===== src/rtl/fifo_ptr_pkg.sv =====
// ---------------------------------------------------------------------------
// fifo_ptr_pkg
//
// Shared helpers for the async FIFO pointer blocks (write side and read side).
//
// Contents:
//   depth(addrsize)  - number of FIFO entries for a given address width
//   ptrw(addrsize)   - pointer width (one extra wrap bit above the address)
//   bin2gray(b)      - binary -> reflected Gray code
//   gray2bin(g)      - reflected Gray code -> binary
//
// The conversion functions work on a fixed MAX_PTRW-bit vector. Callers
// zero-extend their narrower pointer in and size-cast the result back out;
// the zero upper bits do not disturb the conversion of the lower bits, so
// one function body serves every pointer width up to MAX_PTRW.
// ---------------------------------------------------------------------------
package fifo_ptr_pkg;

  localparam int MAX_PTRW = 32;

  typedef logic [MAX_PTRW-1:0] ptr_word_t;

  // Number of storage entries addressed by an ADDRSIZE-bit address.
  function automatic int depth(input int addrsize);
    return 1 << addrsize;
  endfunction

  // Pointer width: address bits plus the wrap bit that tells full from empty.
  function automatic int ptrw(input int addrsize);
    return addrsize + 1;
  endfunction

  function automatic ptr_word_t bin2gray(input ptr_word_t b);
    return (b >> 1) ^ b;
  endfunction

  // Each binary bit is the XOR of all Gray bits at and above its position.
  function automatic ptr_word_t gray2bin(input ptr_word_t g);
    ptr_word_t b;
    b[MAX_PTRW-1] = g[MAX_PTRW-1];
    for (int i = MAX_PTRW - 2; i >= 0; i--) begin
      b[i] = b[i+1] ^ g[i];
    end
    return b;
  endfunction

endpackage


===== src/rtl/gray2bin_sync.sv =====
// ---------------------------------------------------------------------------
// gray2bin_sync
//
// Brings a Gray-coded pointer from a foreign clock domain into the local one
// through a SYNC_STAGES-deep flop chain, then converts the synchronised value
// to binary. Shared by the write-side and read-side pointer blocks.
//
// Ports:
//   clk     in   local clock
//   rst     in   synchronous, active-high reset (clears the whole chain)
//   d_gray  in   WIDTH   Gray pointer from the other domain (asynchronous)
//   q_gray  out  WIDTH   synchronised Gray pointer (last chain stage)
//   q_bin   out  WIDTH   binary form of q_gray (combinational from q_gray)
//
// Only a Gray-coded source may pass through here: with at most one bit
// changing per source clock, a metastable capture resolves to either the old
// or the new pointer, never to an unrelated value.
// ---------------------------------------------------------------------------
module gray2bin_sync
  import fifo_ptr_pkg::*;
#(
  parameter int WIDTH       = 5,
  parameter int SYNC_STAGES = 2
) (
  input  logic             clk,
  input  logic             rst,
  input  logic [WIDTH-1:0] d_gray,
  output logic [WIDTH-1:0] q_gray,
  output logic [WIDTH-1:0] q_bin
);

  logic [WIDTH-1:0] sync_q [SYNC_STAGES];

  // NOTE: every chain stage is reset, even though it is written like an
  // array; after reset the consumer must see pointer 0, not a stale value
  // still rippling through the stages.
  always_ff @(posedge clk) begin
    if (rst) begin
      for (int i = 0; i < SYNC_STAGES; i++) begin
        sync_q[i] <= '0;
      end
    end else begin
      // NOTE: non-blocking assignments make every stage sample the previous
      // stage's old value, so the chain shifts by exactly one per edge.
      sync_q[0] <= d_gray;
      for (int i = 1; i < SYNC_STAGES; i++) begin
        sync_q[i] <= sync_q[i-1];
      end
    end
  end

  assign q_gray = sync_q[SYNC_STAGES-1];
  assign q_bin  = WIDTH'(gray2bin(ptr_word_t'(q_gray)));

endmodule


===== src/rtl/wptr_full_level.sv =====
// ---------------------------------------------------------------------------
// wptr_full_level
//
// Write-side pointer, full flag and fill-level generator for the async FIFO.
// Runs entirely in the wclk domain; the read pointer arrives in Gray code and
// is synchronised internally.
//
// Ports:
//   wclk          in   write clock
//   wrst          in   synchronous, active-high reset
//   winc          in   write request; accepted only while wfull=0
//   rptr_gray     in   ADDRSIZE+1  read pointer (Gray) from the read domain
//   af_thresh     in   ADDRSIZE+1  almost-full threshold in entries
//   ovf_clr       in   clear for the sticky overflow flag
//   waddr         out  ADDRSIZE    memory write address
//   wptr          out  ADDRSIZE+1  write pointer (Gray) to the read domain
//   wfull         out  FIFO full
//   walmost_full  out  registered fill level >= af_thresh
//   wlevel        out  ADDRSIZE+1  registered fill level, 0..DEPTH
//   wovf          out  sticky: a write was attempted while full
//
// All flags are computed from the next-state pointer and registered, so they
// change on the same edge that accepts the write. The synchronised read
// pointer lags the real one, so wlevel may over-estimate the fill level for
// SYNC_STAGES edges after a read, never under-estimate it.
// ---------------------------------------------------------------------------
module wptr_full_level
  import fifo_ptr_pkg::*;
#(
  parameter int ADDRSIZE    = 4,
  parameter int SYNC_STAGES = 2
) (
  input  logic                wclk,
  input  logic                wrst,
  input  logic                winc,
  input  logic [ADDRSIZE:0]   rptr_gray,
  input  logic [ADDRSIZE:0]   af_thresh,
  input  logic                ovf_clr,
  output logic [ADDRSIZE-1:0] waddr,
  output logic [ADDRSIZE:0]   wptr,
  output logic                wfull,
  output logic                walmost_full,
  output logic [ADDRSIZE:0]   wlevel,
  output logic                wovf
);

  localparam int PTRW = ptrw(ADDRSIZE);

  typedef logic [PTRW-1:0] ptr_t;

  ptr_t wbin;         // binary write pointer, including wrap bit
  ptr_t wq_rptr;      // read pointer (Gray) after synchronisation
  ptr_t rbin_sync;    // binary form of wq_rptr
  ptr_t wbinnext;
  ptr_t wgraynext;
  ptr_t levelnext;
  ptr_t full_gray;    // Gray value wptr would hold if exactly DEPTH ahead
  logic wfullnext;
  logic walmost_fullnext;
  logic wovfnext;

  gray2bin_sync #(
    .WIDTH       (PTRW),
    .SYNC_STAGES (SYNC_STAGES)
  ) u_rptr_sync (
    .clk    (wclk),
    .rst    (wrst),
    .d_gray (rptr_gray),
    .q_gray (wq_rptr),
    .q_bin  (rbin_sync)
  );

  // NOTE: every signal driven here gets a value on every path (defaults
  // first), so the block stays purely combinational and infers no latches.
  always_comb begin
    wbinnext         = wbin;
    wgraynext        = '0;
    levelnext        = '0;
    full_gray        = '0;
    wfullnext        = 1'b0;
    walmost_fullnext = 1'b0;
    wovfnext         = wovf;

    if (winc && !wfull) begin
      wbinnext = wbin + ptr_t'(1);
    end
    wgraynext = ptr_t'(bin2gray(ptr_word_t'(wbinnext)));

    // Modulo subtraction: the wrap bit makes the difference come out right
    // even when the write pointer has wrapped and the read pointer has not.
    levelnext = wbinnext - rbin_sync;

    // In Gray code, "DEPTH entries ahead" means the top two bits inverted and
    // the rest equal; comparing Gray values avoids a second subtractor on the
    // critical full path.
    full_gray = {~wq_rptr[PTRW-1:PTRW-2], wq_rptr[PTRW-3:0]};
    wfullnext = (wgraynext == full_gray);

    walmost_fullnext = (levelnext >= af_thresh);

    // Set takes priority so an overflow in the same cycle as a clear is kept.
    if (winc && wfull) begin
      wovfnext = 1'b1;
    end else if (ovf_clr) begin
      wovfnext = 1'b0;
    end
  end

  always_ff @(posedge wclk) begin
    if (wrst) begin
      wbin         <= '0;
      wptr         <= '0;
      wlevel       <= '0;
      wfull        <= 1'b0;
      walmost_full <= 1'b0;
      wovf         <= 1'b0;
    end else begin
      wbin         <= wbinnext;
      wptr         <= wgraynext;
      wlevel       <= levelnext;
      wfull        <= wfullnext;
      walmost_full <= walmost_fullnext;
      wovf         <= wovfnext;
    end
  end

  // Memory writes use the address present before the accepting edge.
  assign waddr = wbin[ADDRSIZE-1:0];

endmodule

===== config.mk =====
export PLATFORM = sky130hd
export DESIGN_NAME = wptr_full_level
export DESIGN_NICKNAME = d
export VERILOG_FILES = /design/src/rtl/fifo_ptr_pkg.sv /design/src/rtl/gray2bin_sync.sv /design/src/rtl/wptr_full_level.sv
export SDC_FILE = /design/constraint.sdc
export NUM_CORES = 1
export LEC_CHECK = 0
export CAP_MARGIN = 20
export CELL_PAD_IN_SITES_DETAIL_PLACEMENT = 1
export CELL_PAD_IN_SITES_GLOBAL_PLACEMENT = 1
export CORE_ASPECT_RATIO = 0.75
export CORE_UTILIZATION = 34
export DETAILED_ROUTE_END_ITERATION = 6
export PLACE_DENSITY = 0.76
export SLEW_MARGIN = 15
export SYNTH_ARGS = -nofsm -noshare
export SYNTH_HDL_FRONTEND = slang
export SYNTH_HIERARCHICAL = 1
export SYNTH_SLANG_ARGS = --single-unit

===== constraint.sdc =====
create_clock -name wclk -period 2.6 [get_ports wclk]
set_clock_uncertainty 0.1 [all_clocks]
set_input_delay 0.65 -clock wclk [delete_from_list [all_inputs] [get_ports wclk]]
set_output_delay 0.65 -clock wclk [all_outputs]
set_load 0.05 [all_outputs]

# Yosys cells after proc, flatten, opt, wreduce, memory -nomap -nowiden
# Memories as Yosys holds them, arrays and structs flattened.
# Index checks and enable logic that the tools add are counted.
[totals]
reg_bits = 18
ramBits = 10
in_bits = 14
output_inout_bits = 17
word_cells = 31
mem_count = 1
[classes]
n_addsub = 2
n_lt_le_gt_ge = 1
n_eq_ne = 1
mux = 8
bitwise = 8
n_reduce_logical = 4
[mem_list]
columns = ["memory", "words", "word_bits", "read_ports", "rd_clocked_by_memory_dff", "write_ports", "line_no", "text"]
rows = [
  ["u_rptr_sync.sync_q", 2, 5, 2, 0, 2, "gray2bin_sync.sv:32", "logic [WIDTH-1:0] sync_q [SYNC_STAGES];"],
]
[op_table]
columns = ["op", "n"]
rows = [
  ["2-to-1 mux 5 bit", 3],
  ["adder 5 x 1 -> 5 bit (second input constant)", 1],
  ["equality test 5 bit", 1],
  ["greater-or-equal comparator 5 bit", 1],
  ["2-to-1 mux 1 bit", 5],
  ["subtractor 5 bit", 1],
  ["XOR 4 x 5 -> 5 bit", 1],
  ["XOR 1 bit", 4],
  ["logical AND 1 bit", 2],
  ["inverter 2 bit", 1],
  ["bitwise OR 1 bit", 2],
  ["nonzero test 2 bit", 1],
  ["logical NOT 1 bit", 1],
]

# Depth between registers and ports, before layout
# Gate-level depths: netlist of run 1.
[depth]
word_depth = 6
ltp_mapped = 12
depth_no_buf = 11

# Cells and area by module
# Netlist of run 1, hierarchy kept.
[by_module_without_submodules]
columns = ["mod", "n_inst", "cells_per_inst", "area_each_um2", "seq_area_each_um2"]
rows = [
  ["wptr_full_level", 1, 105, 1038.5, 340.3],
  ["gray2bin_sync", 1, 31, 372.9, 200.2],
]

# Least setup slack after synthesis of run 1
# OpenSTA, ideal clock, no wires.
[synth_timing]
path_type = "register to register"
from = "register wbin[0]"
to = "register walmost_full"
setup_ns = 0.086
t_arrival_ns = 2.809
t_required_ns = 2.414
setup_slack_ns = -0.395
stages_incl_launch_ff = 12
n_path_buf = 0
synth_period_minus_slack_ns = 2.995
cell_sequence = "dfxtp_1 -> ha_1 -> nand3b_2 -> xor2_1 -> inv_1 -> ha_1 -> a21o_1 -> a21oi_1 -> xnor3_1 -> ha_1 -> nor2_1 -> a211oi_1"
[synth_between]
elab_chain_cells = 4
[synth_lines]
columns = ["item", "line_no", "text"]
rows = [
  ["start: declaration", "wptr_full_level.sv:51", "ptr_t wbin;"],
  ["start signal: assignment", "wptr_full_level.sv:118", "wbin <= wbinnext;"],
  ["adder 5 x 1 -> 5 bit", "wptr_full_level.sv:85", "wbinnext = wbin + ptr_t'(1);"],
  ["2-to-1 mux 5 bit", "wptr_full_level.sv:84", "if (winc && !wfull) begin"],
  ["named net wbinnext[2]", "wptr_full_level.sv:54", "ptr_t wbinnext;"],
  ["subtractor 5 bit", "wptr_full_level.sv:91", "levelnext = wbinnext - rbin_sync;"],
  ["named net levelnext[4]", "wptr_full_level.sv:56", "ptr_t levelnext;"],
  ["greater-or-equal comparator 5 bit", "wptr_full_level.sv:99", "walmost_fullnext = (levelnext >= af_thresh);"],
  ["end signal: assignment", "wptr_full_level.sv:122", "walmost_full <= walmost_fullnext;"],
  ["end: declaration", "wptr_full_level.sv:42", "output logic walmost_full,"],
]
# The timed path passes the listed nets, and every way through them passes these cells.
# A chain may end at the register's enable or synchronous reset.

==> impl_metrics.env, run 1 <==
export IMPL_die_h_microns=57.80
export IMPL_cp_max_fo=2
export IMPL_num_vias=1036
export IMPL_drt_initial_drc_count=47
export IMPL_status="complete, but fails checks"
export IMPL_cts_htree_levels=1
export IMPL_place_ws_ns=-0.7471
export IMPL_tritoncts="built"
export IMPL_setup_ws_ns=-0.08884
export IMPL_path_clk_slew_ns=0.09
export IMPL_nNetsFinal=206
export IMPL_cp_top_family="adder cells"
export IMPL_path_cells="xor2_2, xnor3_1, ha_2, fa_2, inv_2, a21o_1, a21oi_2, xnor3_1, ha_1, nor2_1, a211oi_2"
export IMPL_root_buffer="clkbuf_8"
export IMPL_grt_max_degree=15
export IMPL_synthAdderAreaFrac_pct=10.28
export IMPL_post_synth_top_count_cell="dfxtp_1"
export IMPL_ir_drop_mv=0.3182
export IMPL_synthTopCellsByCount="dfxtp_1, nor2_1, inv_1"
export IMPL_avgViaCountPerCell=4.466
export IMPL_arrival_ns=2.78
export IMPL_netlist_area_sq_mm=0.001411
export IMPL_violations="negative setup slack"
export IMPL_syn_inst=136
export IMPL_synth_fp_nets=161
export IMPL_hold_class="register to register"
export IMPL_final_hold_violation_count=0
export IMPL_setup_viol=1
export IMPL_rows=19
export IMPL_wl_per_cell_microns=14.17
export IMPL_grt_overflow_total=0
export IMPL_avgSynthCellArea_sq_um=10.38
export IMPL_power_leakage_nw=0.8932
export IMPL_clockBufferDepth=2
export IMPL_numCtsBuffers=3
export IMPL_yosysTopAreaCell="dfxtp_1"
export IMPL_area_delta_synth_final_pct=42.20
export IMPL_drv_slew=0
export IMPL_postRouteAntennaNets=0
export IMPL_synth_top_family_by_area="XOR/XNOR gates"
export IMPL_grt_pass1_vias=1119
export IMPL_synth_simple_area_share_pct=17.20
export IMPL_finalPower_mw=1.225
export IMPL_cp_required_ns=2.69
export IMPL_grt_setup_unrepaired="yes"
export IMPL_synth_top_area_share_pct=38.30
export IMPL_clk_latency_ns=0.27
export IMPL_place_gp_congestion=0.7443
export IMPL_die_area_sq_mm=0.004415
export IMPL_synth_edf_count=0
export IMPL_cp_common_cell="xnor3_1"
export IMPL_pwr_density_cell_mw_per_mm2=610.2
export IMPL_nFillCells=419
export IMPL_startpoint_type="register"
export IMPL_synthFlopType="dfxtp_1"
export IMPL_hpwlAfterDp_microns=2424
export IMPL_yosysWarnings=6
export IMPL_cp_slowest_cell="xnor3_1"
export IMPL_start_util_pct=37.11
export IMPL_synthMuxAreaShare_pct=2.128
export IMPL_synth_compound_area_share_pct=4.787
export IMPL_synth_seq_cells=27
export IMPL_drc=0
export IMPL_max_slew_margin_pct=65.41
export IMPL_io_pins=31
export IMPL_grt_pass1_wl_microns=5520
export IMPL_postLayoutCoreUtil_pct=52.76
export IMPL_async_flop_share_pct=0
export IMPL_drive_gt1_share_pct=30.56
export IMPL_synth_cell_type_count=33
export IMPL_fmax_mhz=371.9
export IMPL_period_share_pct=103.4
export IMPL_track_usage_pct=16.61
export IMPL_crit_path_max_incr_delay_ns=0.39
export IMPL_synthXorXnorAreaFrac_pct=18.97
export IMPL_period_needed_ns=2.689
export IMPL_critPathBufInv=1
export IMPL_worst_pin_slew_ns=0.5172
export IMPL_wl_microns=3287
export IMPL_yosysSeqAreaShare_pct=38.30
export IMPL_path_class="register to register"
export IMPL_drv_cap=0
export IMPL_die_w_microns=76.40
export IMPL_cp_end_kind="register"
export IMPL_synthTopCellsByArea="dfxtp_1, ha_1, xnor2_1"
export IMPL_antenna_found_initial=0
export IMPL_dr_pass1_iters=3
export IMPL_antennaDiodeCount=0
export IMPL_core_sq_mm=0.003804
export IMPL_cts_sinks=27
export IMPL_io_buffers=30
what timing repair did:
| item | 4_1_cts | 5_1_grt |
|---|---|---|
| setup buffers | 4 | 1 |
| resized for setup | 14 | 7 |
| hold buffers | 0 | 0 |
| setup endpoints to repair | 3 | 1 |
| cloned | 0 | 0 |
| pin swaps | 10 | 2 |
where the power goes:
part	internal, mW	switching [mW]	leakage (nW)	total, mW
Sequential	0.451	0.0221	0.226	0.474
Combinational	0.236	0.277	0.644	0.513
Clock	0.110	0.128	0.0228	0.238
flip-flops by register name (all words and copies together) (netlist names):
name and count:
wlevel 5, wfull 1, u_rptr_sync/sync_q 10, walmost_full 1, wovf 1, wptr 5, wbin 4
worst paths after layout:
path / depth (start not counted) / endpoint / slack, ns / startpoint
worst min register to register: 1 / u_rptr_sync/sync_q[0][7] / 0.35 / u_rptr_sync/sync_q[0][2]
worst min-delay path: 1 / u_rptr_sync/sync_q[0][7] / 0.35 / u_rptr_sync/sync_q[0][2]
worst max register to register: 11 / walmost_full / -0.09 / u_rptr_sync/sync_q[0][8]
worst max-delay path: 11 / walmost_full / -0.09 / u_rptr_sync/sync_q[0][8]
layout by cell type (no fill, tap or decap), types with 3 or more instances in the layout:
cell / netlist / layout
dfxtp_2: 0 / 6
buf_4: 6 / 19
clkbuf_8: 0 / 3
and2_1: 3 / 3
nor2_1: 14 / 14
xnor3_1: 3 / 3
clkdlybuf4s50_1: 0 / 29
dfxtp_1: 27 / 19
xor2_1: 7 / 6
inv_1: 13 / 12
nor2b_1: 12 / 11
xnor2_2: 1 / 5
ha_1: 10 / 8
xnor2_1: 9 / 5
routing by layer:
| metal | global-route usage [%] | part of all wire, % |
|---|---|---|
| met1 | 19.26 | 42 |
| met2 | 29.73 | 52 |
| met3 | 5.039 | 4.3 |
| met4 | 5.495 | 1.4 |
| met5 | 0 | 0 |
metrics by stage:
step                hold WS [ns]  std cells  setup TNS [ns]  instance area [sq um]
detailed placement        0.3444        223          -1.724                   1847
finish                    0.3486        232        -0.08884                   2007
CTS                       0.3572        231        -0.05009                   1967
global placement          0.3207        223          -1.330                   1847
global route              0.3607        232         -0.2200                   2007
floorplan                 0.3138        136        -0.02400                   1441
final cells by class:
type	count	area, sq um	share of cell area (%)
Clock buffer	4	45.04	2.244
Inverter	14	52.55	2.618
Multi-Input combinational cell	86	844.6	42.08
Sequential cell	27	555.5	27.68
Tap cell	52	65.06	3.242
Timing Repair Buffer	49	444.2	22.13
kinds of logic after synthesis:
family,count (synthesis)
flops,27
fa+ha+maj,11
compound gates,10
simple gates,40
buf+inv,23
mux,3
xor+xnor,22
(Power assumes the default switching activity.)
==> run 2, diff against run 1 <==
CORE_ASPECT_RATIO = 1.1   (was 0.75)
REMOVE_ABC_BUFFERS = 1   (was not set)
==> impl_metrics.env, run 2 (synthesis results as in run 1) <==
export IMPL_cts_sinks=27
export IMPL_tritoncts="built"
export IMPL_path_class="register to register"
export IMPL_postRouteAntennaNets=0
export IMPL_path_cells="xor2_2, xnor3_1, ha_2, fa_2, inv_2, ha_4, a21oi_2, nor2b_1, o21ai_1, a211oi_2"
export IMPL_grt_pass1_wl_microns=5147
export IMPL_setup_viol=0
export IMPL_max_slew_margin_pct=64.99
export IMPL_final_hold_violation_count=0
export IMPL_crit_path_max_incr_delay_ns=0.55
export IMPL_pwr_density_cell_mw_per_mm2=596.7
export IMPL_final_setup_tns_ns=0
export IMPL_core_sq_mm=0.003964
export IMPL_nNetsFinal=209
export IMPL_cp_top_family="adder cells"
export IMPL_drc=0
export IMPL_cp_required_ns=2.66
export IMPL_rows=24
export IMPL_drv_cap=0
export IMPL_grt_overflow_total=0
export IMPL_root_buffer="clkbuf_8"
export IMPL_power_leakage_nw=0.8946
export IMPL_startpoint_type="register"
export IMPL_die_w_microns=63.43
export IMPL_layout_commonest_cell="clkdlybuf4s50_1"
export IMPL_track_usage_pct=15.29
export IMPL_placed_area_sq_mm=0.001847
export IMPL_path_clk_slew_ns=0.09
export IMPL_place_gp_congestion=0.8037
export IMPL_clockBufferDepth=2
export IMPL_reg_top3="u_rptr_sync/sync_q (10), wlevel (5), wptr (5)"
export IMPL_stdcell_count=235
export IMPL_largest_reg_flops=10
export IMPL_drive_gt1_share_pct=30.60
export IMPL_numCtsBuffers=3
export IMPL_final_cell_mix="clkdlybuf4s50_1, dfxtp_1, buf_4, nor2_1, nor2b_1"
export IMPL_cp_end_kind="register"
export IMPL_wl_per_cell_microns=12.79
export IMPL_cp_slowest_cell="fa_2"
export IMPL_hpwlAfterDp_microns=2429
export IMPL_period_needed_ns=2.568
export IMPL_cts_htree_levels=1
export IMPL_drv_slew=0
export IMPL_period_share_pct=98.77
export IMPL_drt_initial_drc_count=36
export IMPL_wl_microns=3005
export IMPL_critPathBufInv=1
export IMPL_regMostFlops="u_rptr_sync/sync_q"
export IMPL_grt_max_degree=16
export IMPL_ir_drop_mv=0.2268
export IMPL_dr_pass1_iters=4
export IMPL_antenna_found_initial=0
export IMPL_num_vias=1060
export IMPL_status="finished clean"
export IMPL_io_pins=31
export IMPL_start_util_pct=35.61
export IMPL_stdcell_area_sq_mm=0.002027
export IMPL_finalPower_mw=1.210
export IMPL_dp_cells=227
export IMPL_die_h_microns=69.58
export IMPL_fmax_mhz=389.4
export IMPL_worst_pin_slew_ns=0.5235
export IMPL_avgViaCountPerCell=4.511
export IMPL_clk_latency_ns=0.27
export IMPL_area_delta_synth_final_pct=43.62
export IMPL_postLayoutCoreUtil_pct=51.14
export IMPL_grt_setup_unrepaired="yes"
export IMPL_arrival_ns=2.63
export IMPL_cp_max_fo=2
export IMPL_io_buffers=30
export IMPL_grt_pass1_vias=1148
export IMPL_hold_class="register to register"
export IMPL_die_area_sq_mm=0.004413
export IMPL_antennaDiodeCount=0
export IMPL_cts_hold_buf=0
==> run 2: cell types whose count changed in the layout (fill, tap and decap cells not counted), moves of 2 or more <==
cell,delta
buf_4,+2
dfxtp_1,+4
dfxtp_2,-2
dfxtp_4,-2
ha_1,-2
ha_4,+2
==> run 2: layout make-up <==
cell class,count,area [sq um]
multi-input combinational,86,853.3
tap,52,65.06
clock inverter,1,5.005
fill,445,1937
clock buffer,3,41.29
inverter,14,52.55
sequential,27,545.5
timing repair buffer,52,464.2
==> run 2: what timing repair did <==
item,4_1_cts,5_1_grt
resized for setup,21,7
pin swaps,12,3
setup endpoints to repair,3,1
buffers inserted,3,1
cloned,0,0
==> run 2: worst reg2reg max path: stages (launching register included) <==
cell and delay, ns:
dfxtp_2 0.36, xor2_2 0.18, xnor3_1 0.37, ha_2 0.20
fa_2 0.55, inv_2 0.05, ha_4 0.20, a21oi_2 0.15
nor2b_1 0.07, o21ai_1 0.15, a211oi_2 0.08
==> run 2: worst paths after layout <==
path / endpoint / cells past startpoint / slack [ns] / startpoint
worst max-delay path: walmost_full / 10 / 0.03 / u_rptr_sync/sync_q[0][8]
worst min-delay path: u_rptr_sync/sync_q[0][6] / 1 / 0.34 / u_rptr_sync/sync_q[0][1]
worst max register to register: walmost_full / 10 / 0.03 / u_rptr_sync/sync_q[0][8]
worst min register to register: u_rptr_sync/sync_q[0][6] / 1 / 0.34 / u_rptr_sync/sync_q[0][1]
==> run 2: through the flow <==
| stage | setup WS (ns) | hold slack (ns) |
|---|---|---|
| after floorplan | -0.3965 | 0.3138 |
| after global placement | -0.5677 | 0.3187 |
| after detailed placement | -0.7212 | 0.3301 |
| after CTS | -0.03796 | 0.3400 |
| after global routing | -0.1126 | 0.3597 |
| final | 0.03194 | 0.3406 |
==> run 2: report_power, final <==
part / internal (mW) / switching [mW] / total (mW)
registers: 0.451 / 0.0138 / 0.465
clock network: 0.108 / 0.132 / 0.240
logic: 0.228 / 0.277 / 0.505
==> run 2: routing by layer <==
| metal | vias to the layer above | track usage (%) | share of wire (%) | wire length (microns) |
|---|---|---|---|---|
| li1 | 513 | - | - | - |
| met1 | 511 | 16.01 | 40 | 1194 |
| met2 | 27 | 28.37 | 54 | 1630 |
| met3 | 9 | 2.632 | 2.8 | 85 |
| met4 | 0 | 8.081 | 3.2 | 95 |
| met5 | - | 0 | 0 | 0 |
